`src/rtl/uart_spy_capture.sv`:
```
// -----------------------------------------------------------------------------
// uart_spy_capture
//
// N-channel capture engine for UART receive-side write strobes. Each channel
// has a one-entry hold register that stamps the byte with a free-running
// timestamp. A round-robin arbiter merges the holds into one shared show-ahead
// log FIFO. Bytes that arrive while a channel's hold is still occupied (and not
// draining that cycle) are dropped and counted per channel.
//
// Optional feature macro: UART_SPY_MATCH_EN
//   When defined, adds match_en / match_byte inputs and a per-channel
//   saturating match_cnt output that counts captured bytes equal to
//   match_byte, whether or not the byte was dropped.
//
// Ports
//   clk        : clock, all logic on the rising edge
//   rst        : asynchronous active-high reset
//   clear      : synchronous flush of holds, FIFO, drop counters, timestamp, rr
//   cap_valid  : per-channel write strobe, one byte per high cycle
//   cap_data   : per-channel byte, channel c at [c*DATA_W +: DATA_W]
//   out_valid  : FIFO non-empty, head record presented
//   out_ready  : consumer accepts the head when out_valid && out_ready
//   out_ch     : head record source channel
//   out_ts     : head record timestamp
//   out_data   : head record byte
//   level      : FIFO occupancy
//   drop_cnt   : per-channel saturating drop counters, 8 bits each
//   match_en   : (UART_SPY_MATCH_EN) enable byte matching
//   match_byte : (UART_SPY_MATCH_EN) byte value to match
//   match_cnt  : (UART_SPY_MATCH_EN) per-channel saturating match counters
// -----------------------------------------------------------------------------
module uart_spy_capture #(
  parameter int NUM_CH = 2,
  parameter int DATA_W = 8,
  parameter int DEPTH  = 16,
  parameter int TS_W   = 16,
  parameter int CH_W   = (NUM_CH > 1) ? $clog2(NUM_CH) : 1,
  localparam int LVL_W = $clog2(DEPTH + 1)
) (
  input  logic                     clk,
  input  logic                     rst,
  input  logic                     clear,
  input  logic [NUM_CH-1:0]        cap_valid,
  input  logic [NUM_CH*DATA_W-1:0] cap_data,
  output logic                     out_valid,
  input  logic                     out_ready,
  output logic [CH_W-1:0]          out_ch,
  output logic [TS_W-1:0]          out_ts,
  output logic [DATA_W-1:0]        out_data,
  output logic [LVL_W-1:0]         level,
  output logic [NUM_CH*8-1:0]      drop_cnt
`ifdef UART_SPY_MATCH_EN
  ,
  input  logic                     match_en,
  input  logic [DATA_W-1:0]        match_byte,
  output logic [NUM_CH*8-1:0]      match_cnt
`endif
);

  localparam int ADDR_W = $clog2(DEPTH);
  localparam int REC_W  = CH_W + TS_W + DATA_W;

  // Saturating 8-bit increment used by all per-channel event counters.
  function automatic logic [7:0] sat_inc8(input logic [7:0] value);
    logic [7:0] result;
    if (value == 8'hFF) begin
      result = value;
    end else begin
      result = value + 8'd1;
    end
    return result;
  endfunction

  // (base + offset) mod NUM_CH for offset in [0, NUM_CH]; works for any NUM_CH.
  function automatic logic [CH_W-1:0] ch_wrap_add(input logic [CH_W-1:0] base,
                                                  input int offset);
    int sum;
    sum = int'(base) + offset;
    if (sum >= NUM_CH) begin
      sum = sum - NUM_CH;
    end else begin
      sum = sum;
    end
    return sum[CH_W-1:0];
  endfunction

  // Timestamp and arbitration state
  logic [TS_W-1:0]   ts_r;
  logic [CH_W-1:0]   rr_r;

  // Capture holds and drop counters
  logic [NUM_CH-1:0] hold_full_r;
  logic [TS_W-1:0]   hold_ts_r   [NUM_CH];
  logic [DATA_W-1:0] hold_data_r [NUM_CH];
  logic [7:0]        drop_r      [NUM_CH];

  // Log FIFO
  logic [REC_W-1:0]  mem_r [DEPTH];
  logic [ADDR_W-1:0] wr_ptr_r;
  logic [ADDR_W-1:0] rd_ptr_r;
  logic [LVL_W-1:0]  level_r;
  logic              out_valid_r;
  logic [CH_W-1:0]   out_ch_r;
  logic [TS_W-1:0]   out_ts_r;
  logic [DATA_W-1:0] out_data_r;

  // Combinational control
  logic              grant_found_s;
  logic [CH_W-1:0]   grant_ch_s;
  logic              pop_s;
  logic              space_s;
  logic              push_s;
  logic [REC_W-1:0]  push_rec_s;
  logic [ADDR_W-1:0] rd_ptr_nxt_s;
  logic [LVL_W-1:0]  level_nxt_s;
  logic [REC_W-1:0]  head_rec_s;

  // Round-robin search: scan from the farthest offset down so the closest
  // full hold at or after rr_r is the one left in grant_ch_s.
  always_comb begin
    grant_found_s = 1'b0;
    grant_ch_s    = {CH_W{1'b0}};
    for (int i = NUM_CH - 1; i >= 0; i--) begin
      if (hold_full_r[ch_wrap_add(rr_r, i)]) begin
        grant_found_s = 1'b1;
        grant_ch_s    = ch_wrap_add(rr_r, i);
      end else begin
        grant_found_s = grant_found_s;
      end
    end
  end

  // FIFO push/pop decisions and next head record.
  always_comb begin
    pop_s      = out_valid_r && out_ready && !clear;
    // A pop frees a slot in the same cycle, so a full FIFO can still accept.
    space_s    = (level_r != LVL_W'(DEPTH)) || pop_s;
    push_s     = grant_found_s && space_s && !clear;
    push_rec_s = {grant_ch_s, hold_ts_r[grant_ch_s], hold_data_r[grant_ch_s]};
    if (pop_s) begin
      rd_ptr_nxt_s = rd_ptr_r + ADDR_W'(1);
    end else begin
      rd_ptr_nxt_s = rd_ptr_r;
    end
    case ({push_s, pop_s})
      2'b10:   level_nxt_s = level_r + LVL_W'(1);
      2'b01:   level_nxt_s = level_r - LVL_W'(1);
      default: level_nxt_s = level_r;
    endcase
    // The next head is the entry being written this cycle only when every
    // older entry has been consumed; otherwise it is already in memory.
    if (push_s && (rd_ptr_nxt_s == wr_ptr_r)) begin
      head_rec_s = push_rec_s;
    end else begin
      head_rec_s = mem_r[rd_ptr_nxt_s];
    end
  end

  // Free-running timestamp and round-robin pointer.
  always_ff @(posedge clk or posedge rst) begin
    if (rst) begin
      ts_r <= {TS_W{1'b0}};
      rr_r <= {CH_W{1'b0}};
    end else if (clear) begin
      ts_r <= {TS_W{1'b0}};
      rr_r <= {CH_W{1'b0}};
    end else begin
      ts_r <= ts_r + TS_W'(1);
      if (push_s) begin
        rr_r <= ch_wrap_add(grant_ch_s, 1);
      end
    end
  end

  // Per-channel hold registers and drop counters.
  always_ff @(posedge clk or posedge rst) begin
    if (rst) begin
      hold_full_r <= {NUM_CH{1'b0}};
      for (int c = 0; c < NUM_CH; c++) begin
        hold_ts_r[c]   <= {TS_W{1'b0}};
        hold_data_r[c] <= {DATA_W{1'b0}};
        drop_r[c]      <= 8'd0;
      end
    end else if (clear) begin
      hold_full_r <= {NUM_CH{1'b0}};
      for (int c = 0; c < NUM_CH; c++) begin
        drop_r[c] <= 8'd0;
      end
    end else begin
      for (int c = 0; c < NUM_CH; c++) begin
        if (cap_valid[c] && (!hold_full_r[c] || (push_s && (grant_ch_s == CH_W'(c))))) begin
          hold_full_r[c] <= 1'b1;
          hold_ts_r[c]   <= ts_r;
          hold_data_r[c] <= cap_data[c*DATA_W +: DATA_W];
        end else if (cap_valid[c]) begin
          drop_r[c] <= sat_inc8(drop_r[c]);
        end else if (push_s && (grant_ch_s == CH_W'(c))) begin
          hold_full_r[c] <= 1'b0;
        end
      end
    end
  end

  // Record storage; contents past the read pointer are never presented.
  always_ff @(posedge clk) begin
    if (push_s) begin
      mem_r[wr_ptr_r] <= push_rec_s;
    end
  end

  // FIFO pointers, occupancy and registered head record.
  always_ff @(posedge clk or posedge rst) begin
    if (rst) begin
      wr_ptr_r    <= {ADDR_W{1'b0}};
      rd_ptr_r    <= {ADDR_W{1'b0}};
      level_r     <= {LVL_W{1'b0}};
      out_valid_r <= 1'b0;
      out_ch_r    <= {CH_W{1'b0}};
      out_ts_r    <= {TS_W{1'b0}};
      out_data_r  <= {DATA_W{1'b0}};
    end else if (clear) begin
      wr_ptr_r    <= {ADDR_W{1'b0}};
      rd_ptr_r    <= {ADDR_W{1'b0}};
      level_r     <= {LVL_W{1'b0}};
      out_valid_r <= 1'b0;
    end else begin
      if (push_s) begin
        wr_ptr_r <= wr_ptr_r + ADDR_W'(1);
      end
      rd_ptr_r    <= rd_ptr_nxt_s;
      level_r     <= level_nxt_s;
      out_valid_r <= (level_nxt_s != {LVL_W{1'b0}});
      // Head fields keep their last value while the FIFO is empty.
      if (level_nxt_s != {LVL_W{1'b0}}) begin
        {out_ch_r, out_ts_r, out_data_r} <= head_rec_s;
      end
    end
  end

  assign out_valid = out_valid_r;
  assign out_ch    = out_ch_r;
  assign out_ts    = out_ts_r;
  assign out_data  = out_data_r;
  assign level     = level_r;

  for (genvar g = 0; g < NUM_CH; g++) begin : g_drop_out
    assign drop_cnt[g*8 +: 8] = drop_r[g];
  end

`ifdef UART_SPY_MATCH_EN
  logic [7:0] match_r [NUM_CH];

  // Per-channel match counters; counted on the strobe, independent of drops.
  always_ff @(posedge clk or posedge rst) begin
    if (rst) begin
      for (int c = 0; c < NUM_CH; c++) begin
        match_r[c] <= 8'd0;
      end
    end else if (clear) begin
      for (int c = 0; c < NUM_CH; c++) begin
        match_r[c] <= 8'd0;
      end
    end else begin
      for (int c = 0; c < NUM_CH; c++) begin
        if (cap_valid[c] && match_en && (cap_data[c*DATA_W +: DATA_W] == match_byte)) begin
          match_r[c] <= sat_inc8(match_r[c]);
        end
      end
    end
  end

  for (genvar g = 0; g < NUM_CH; g++) begin : g_match_out
    assign match_cnt[g*8 +: 8] = match_r[g];
  end
`endif

endmodule
```
`config.mk`:
```
export PLATFORM = sky130hd
export DESIGN_NAME = uart_spy_capture
export DESIGN_NICKNAME = d
export VERILOG_FILES = /design/src/rtl/uart_spy_capture.sv
export SDC_FILE = /design/constraint.sdc
export NUM_CORES = 1
export LEC_CHECK = 0
export ABC_CLOCK_PERIOD_IN_PS = 5700
export CORE_MARGIN = 1
export CORE_UTILIZATION = 56
export CTS_BUF_LIST = sky130_fd_sc_hd__clkbuf_16
export DETAILED_ROUTE_END_ITERATION = 8
export PLACE_DENSITY_LB_ADDON = 0.08
export SYNTH_ARGS = -nofsm -noshare
export SYNTH_HDL_FRONTEND = slang
export SYNTH_SLANG_ARGS = --single-unit
```
`constraint.sdc`:
```
create_clock -name clk -period 5.7 [get_ports clk]
set_clock_uncertainty 0.2 [all_clocks]
set_input_delay 1.14 -clock clk [delete_from_list [all_inputs] [get_ports clk]]
set_output_delay 1.14 -clock clk [all_outputs]
set_load 0.02 [all_outputs]
```
==> results of run 1 <==
==> area by class of cell <==
cell class                 count  area share, %
inverter                      40          0.575
tap                          539           2.48
clock inverter                45           1.39
timing repair buffer         115           3.97
multi-input combinational   1112           31.0
sequential                   522           55.4
clock buffer                  56           5.15
==> flip-flops by register name, summed over array words and instances, names as in the netlist, 4 cells and up <==
register / count
hold_data_r: 16
out_data: 8
level: 5
wr_ptr_r: 4
rd_ptr_r: 4
ts_r: 16
drop_cnt: 16
mem_r: 400
hold_ts_r: 32
out_ts: 16
==> through the flow <==
step	hold slack, ns	power [mW]	util, %	instance area [um2]
after global routing	0.312	9.54	64.4	27200
after floorplan	0.246	5.25	-	24100
after global placement	0.269	5.78	60.2	25400
after detailed placement	0.281	5.80	60.2	25400
final	0.297	9.28	64.4	27200
after CTS	0.294	9.32	64.4	27200
==> synthesized netlist by cell type, drive strengths merged, types with 51 or more instances <==
library cell,number
edfxtp,400
mux2i,155
a211oi,125
dfrtp,122
mux2,99
clkbuf,90
nor2b,84
a21oi,83
nor3,77
nand2,68
nor2,58
nand2b,52
buf,51
==> layer usage <==
layer	vias to the layer above	routed length [um]	GRT usage (%)
met5	-	0	0
met2	592	31600	50.1
met4	0	2020	11.5
met3	152	4080	4.35
li1	7070	-	-
met1	8109	25600	36.4
==> worst max-delay path: stages <==
cell and delay, ns:
clkdlybuf4s50_1 0.48, nand3b_1 0.22, buf_4 0.51, inv_4 0.10, ha_1 0.32, xor2_1 0.19, ha_1 0.23, a21oi_1 0.17
mux2i_1 0.24, xor2_1 0.20, nor4b_1 0.44, a21o_1 0.19, buf_4 0.37, a32oi_1 0.11
==> logic make-up after synthesis <==
logic type | after synthesis | share of synthesized area [%]
compound gates | 362 | 10.7
xor+xnor | 40 | 1.56
fa+ha+maj | 11 | 0.571
buf+inv | 181 | 3.12
flops | 522 | 62.5
mux | 258 | 11.4
simple gates | 441 | 10.0
==> path summary, 6_finish.rpt <==
kind | start | to | slack, ns | cells past startpoint
setup / recovery | out_ready | out_ts[14]$_DFFE_PP0P_ | 1.03 | 14
hold / removal | hold_ts_r[10]$_DFFE_PP0P_ | hold_ts_r[10]$_DFFE_PP0P_ | 0.30 | 2
setup reg to reg | rd_ptr_r[0]$_DFF_PP0_ | out_data[5]$_DFFE_PP0P_ | 1.52 | 8
hold reg to reg | hold_ts_r[10]$_DFFE_PP0P_ | hold_ts_r[10]$_DFFE_PP0P_ | 0.30 | 2
max in group asynchronous | rst | rd_ptr_r[3]$_DFF_PP0_ | 3.45 | 3
min in group asynchronous | rst | ts_r[11]$_DFF_PP0_ | 0.85 | 2
==> report_power, final <==
| group | switching [mW] | leakage [nW] | internal [mW] |
|---|---|---|---|
| Combinational | 0.759 | 3.65 | 0.497 |
| Clock | 1.46 | 0.947 | 2.08 |
| Sequential | 0.167 | 5.29 | 4.32 |
| Total | 2.38 | 9.89 | 6.90 |
==> reports/qor.txt, run 1 <==
status: completed
Crit Path Category: in2reg
Core Footprint: 42200 um2
CTS buffer count: 54
vias: 15923
detailed router's first-iteration violation count: 1317
antenna cells: 0
fill cell count: 3103
Worst-Margin Slew: 1.22 ns
setup TNS: 0 ns
clock tree buffer depth: 3
Worst-path clk slew: 0.06 ns
Die Area: 43800 um2
nets: 1878
FF+latch area: 15100 um2
Synth area leaders: edfxtp_1 50%, dfrtp_1 13%, mux2i_1 6.4%, mux2_2 4.6%, a211oi_1 3.9%
WL/cell: 26.1 um
Starting Density: 57.0%
warnings from Yosys: 0
Die X: 209 um
Rel. slew slack: 18.4%
CP endpoint kind: register
Layout Area Growth over Synthesis: 12.9%
hpwl dp: 35.6 mm
fraction of post-synthesis cell area in the top cell type by area: 49.9%
Synth Cell Area: 24100 um2
maximum VDD drop: 0.000282 V
Ports: 69
Distinct cells, synth: 66
Die H: 209 um
CP arrival: 4.92 ns
Max FO, Critical Path: 38
Post-synth top flop: edfxtp_1
Max-Cap Viols: 0
most common cell after layout, fill and taps aside: edfxtp_1
GPL Wtd Cong: 0.825
commonest non-fill, non-tap cells in the layout: 400 x edfxtp_1, 151 x mux2i_1, 124 x a211oi_1
synthesized area per cell: 13.3 um2
post-CTS setup buffers: 0
Cells after DPL: 2328
Via density: 6.56
number of synthesized flops with an enable pin: 400
port buffer count: 68
Leakage Power: 9.89 nW
final period utilization: 82.0%
area of the multi-input gates: 8440 um2
min Tclk post-route: 4.67 ns
Root Driver: clkbuf_16
RSZ-0062 raised after global routing: no
H-tree depth: 2
GR Overflow Total: 0
pre-CTS WS: 0.505 ns
CTS Hold Bufs: 0
top cell type by total area after synthesis: edfxtp_1
largest net degree at the start of global routing: 150
Min-Delay Path Class: reg2reg
Post-route DRC: 0
TritonCTS clock tree: built
Final ANT Viol Nets: 0
max-slew violation count: 0
Worst-Skew Late Latency: 0.60 ns
antenna violations before repair: 0
flops & latches, synth: 522
CP Data Required Time: 5.95 ns
P per Cell Area: 341 nW/um2
Fin. Hold Viols: 0
fin cells: 2429
first-pass GRT wire length: 94.3 mm
# rows: 75
CTS-repair resized insts: 0
syn nets: 1848
fin worst setup slack: 1.03 ns
post-synthesis sequential area ratio: 62.5%
share of post-route cells with drive strength above 1: 13.9%
Syn Inst Count: 1815
drt total wl: 63.3 mm
Critical Path Source Type: input pin
setup violators final: 0
f_max: 214 MHz
CTS sink count: 522
DRT Pass-1 Iters: 5
number of global-route vias before repair: 16010
Post-synth ARST share: 23.4%
GRT Util Overall: 28.9%
No activity file was read; power rests on OpenSTA's default activity.
==> run 2: changes to the inputs <==
--- a/config.mk
+++ b/config.mk
@@ -5,7 +5,7 @@
 export SDC_FILE = /design/constraint.sdc
 export NUM_CORES = 1
 export LEC_CHECK = 0
-export ABC_CLOCK_PERIOD_IN_PS = 5700
+export ABC_CLOCK_PERIOD_IN_PS = 3800
 export CORE_MARGIN = 1
 export CORE_UTILIZATION = 56
 export CTS_BUF_LIST = sky130_fd_sc_hd__clkbuf_16
==> constraint.sdc (replaced) <==
create_clock -name clk -period 3.8 [get_ports clk]
set_clock_uncertainty 0.2 [all_clocks]
set_input_delay 0.76 -clock clk [delete_from_list [all_inputs] [get_ports clk]]
set_output_delay 0.76 -clock clk [all_outputs]
set_load 0.02 [all_outputs]
==> reports/qor.txt, run 2 (same netlist as run 1, synthesis figures left out) <==
Via density: 6.42
Comb pwr share: 14.7%
GPL Wtd Cong: 0.806
H-tree depth: 2
Buffers & Inverters on Critical Path: 3
GR Overflow Total: 0
min Tclk post-route: 3.51 ns
Rel. slew slack: 39.3%
final period utilization: 92.4%
Sw Pwr: 3.53 mW
Final ANT Viol Nets: 0
antenna cells: 0
hold_sp: hold_ts_r[10]$_DFFE_PP0P_
Int Power: 10.1 mW
Max FO, Critical Path: 26
FF-to-FF End: out_ts[9]$_DFFE_PP0P_
status: completed
maximum VDD drop: 0.000420 V
Leakage Power: 10.2 nW
max-slew violation count: 0
CP endpoint kind: register
commonest non-fill, non-tap cells in the layout: 400 x edfxtp_1, 151 x mux2i_1, 124 x a211oi_1
Reg power frac: 48.9%
clock tree buffer depth: 3
Worst path max stage delay: 0.48 ns
TritonCTS clock tree: built
P per Cell Area: 489 nW/um2
WL/cell: 24.9 um
antenna violations before repair: 0
most frequent CP cell: xor2_1
flop-to-flop setup slack: 0.40 ns
RSZ-0062 raised after global routing: no
top flop regs: mem_r (400), hold_ts_r (32)
most common cell after layout, fill and taps aside: edfxtp_1
vias: 16014
DRT Pass-1 Iters: 5
Min-Delay Path Class: reg2reg
Worst-Margin Slew: 0.905 ns
hpwl dp: 38.1 mm
detailed router's first-iteration violation count: 1371
Hold EP: hold_ts_r[10]$_DFFE_PP0P_
worst hold stages: 2
port buffer count: 68
Crit Path Category: in2reg
Layout Area Growth over Synthesis: 16.0%
Ports: 69
Core Footprint: 42200 um2
post-CTS setup buffers: 0
Die X: 209 um
max reg flops: 400
Post-route DRC: 0
f_max: 285 MHz
utilization after layout: 66.1%
Root Driver: clkbuf_16
Worst path slowest cell: clkdlybuf4s50_1
r2r worst-path depth: 14
CP arrival: 3.77 ns
share of post-route cells with drive strength above 1: 17.0%
Max-Cap Viols: 0
setup TNS: 0 ns
Starting Density: 57.0%
Worst-Skew Late Latency: 0.60 ns
Worst-path clk slew: 0.06 ns
CTS sink count: 522
CTS Hold Bufs: 0
worst-path cell chain: clkdlybuf4s50_1, nand3b_1, a31oi_4, and2b_4, clkinv_2, ha_1, xor2_1, ha_2, a21oi_2, mux2i_1, xor2_1, nor4b_4, a21o_1, buf_12, a32oi_1
clock share of power: 36.4%
CP Data Required Time: 4.06 ns
setup violators final: 0
Final Total Pwr: 13.7 mW
GRT Util Overall: 28.7%
number of global-route vias before repair: 15924
Die Area: 43800 um2
Sw Ratio: 25.8%
Critical Path Source Type: input pin
CTS-repair resized insts: 0
Largest Register: mem_r
Die H: 209 um
drt total wl: 62.1 mm
Worst R2R Start: level[2]$_DFF_PP0_
nets: 1944
largest net degree at the start of global routing: 83
Largest delay share family, worst path: buffers and inverters
Fin. Hold Viols: 0
CTS buffer count: 54
# rows: 75
first-pass GRT wire length: 94.5 mm
## run 2: worst min-delay path: stages (launching register included)
cell and delay [ns]:
dfrtp_1 0.35, nand2_1 0.05, o21ai_0 0.06
## run 2: cell type report
class	instances	area (um2)
Sequential cell	522	15100
Timing Repair Buffer	181	1890
Multi-Input combinational cell	1112	8480
Tap cell	539	674
Inverter	40	158
Fill cell	3087	14300
Clock inverter	46	280
Clock buffer	55	1380
## run 2: metrics by stage
| step | hold slack, ns | setup slack [ns] | cell area (um2) | instances |
|---|---|---|---|---|
| 2_1_floorplan | 0.246 | 0.00811 | 24200 | 1815 |
| 3_3_place_gp | 0.259 | -0.201 | 26300 | 2394 |
| 3_5_place_dp | 0.282 | -0.285 | 26300 | 2394 |
| 4_1_cts | 0.296 | 0.312 | 27900 | 2495 |
| 5_1_grt | 0.311 | 0.142 | 27900 | 2495 |
| 6_report | 0.296 | 0.290 | 27900 | 2495 |
## run 2: power groups by stage
stage	Clock (mW)	Sequential (mW)	Combinational [mW]
detailed placement	0	6.79	1.99
global placement	0	6.79	1.95
finish	4.97	6.68	2.01
CTS	5.03	6.68	2.01
global route	5.25	6.70	2.13
floorplan	0	6.88	1.03
## run 2: worst max path at each step
stage          startpoint                 endpoint  slack, ns  depth (start not counted)
3_5_place_dp    out_ready    out_ts[9]$_DFFE_PP0P_      -0.29                         15
3_3_place_gp    out_ready    out_ts[9]$_DFFE_PP0P_      -0.20                         15
4_1_cts         out_ready    out_ts[9]$_DFFE_PP0P_       0.31                         15
2_1_floorplan       clear   out_ts[10]$_DFFE_PP0P_      0.008                         17
5_1_grt         out_ready  out_data[3]$_DFFE_PP0P_       0.14                         15
6_report        out_ready    out_ts[9]$_DFFE_PP0P_       0.29                         15
## run 2: layer usage
metal  share of wire, %  vias to the layer above  GRT usage, %
met3                6.5                      113          3.77
met2                 49                      581          48.1
met4                2.6                        0          10.0
met5                  0                        -             0
li1                   -                     7218             -
met1                 42                     8102          38.9
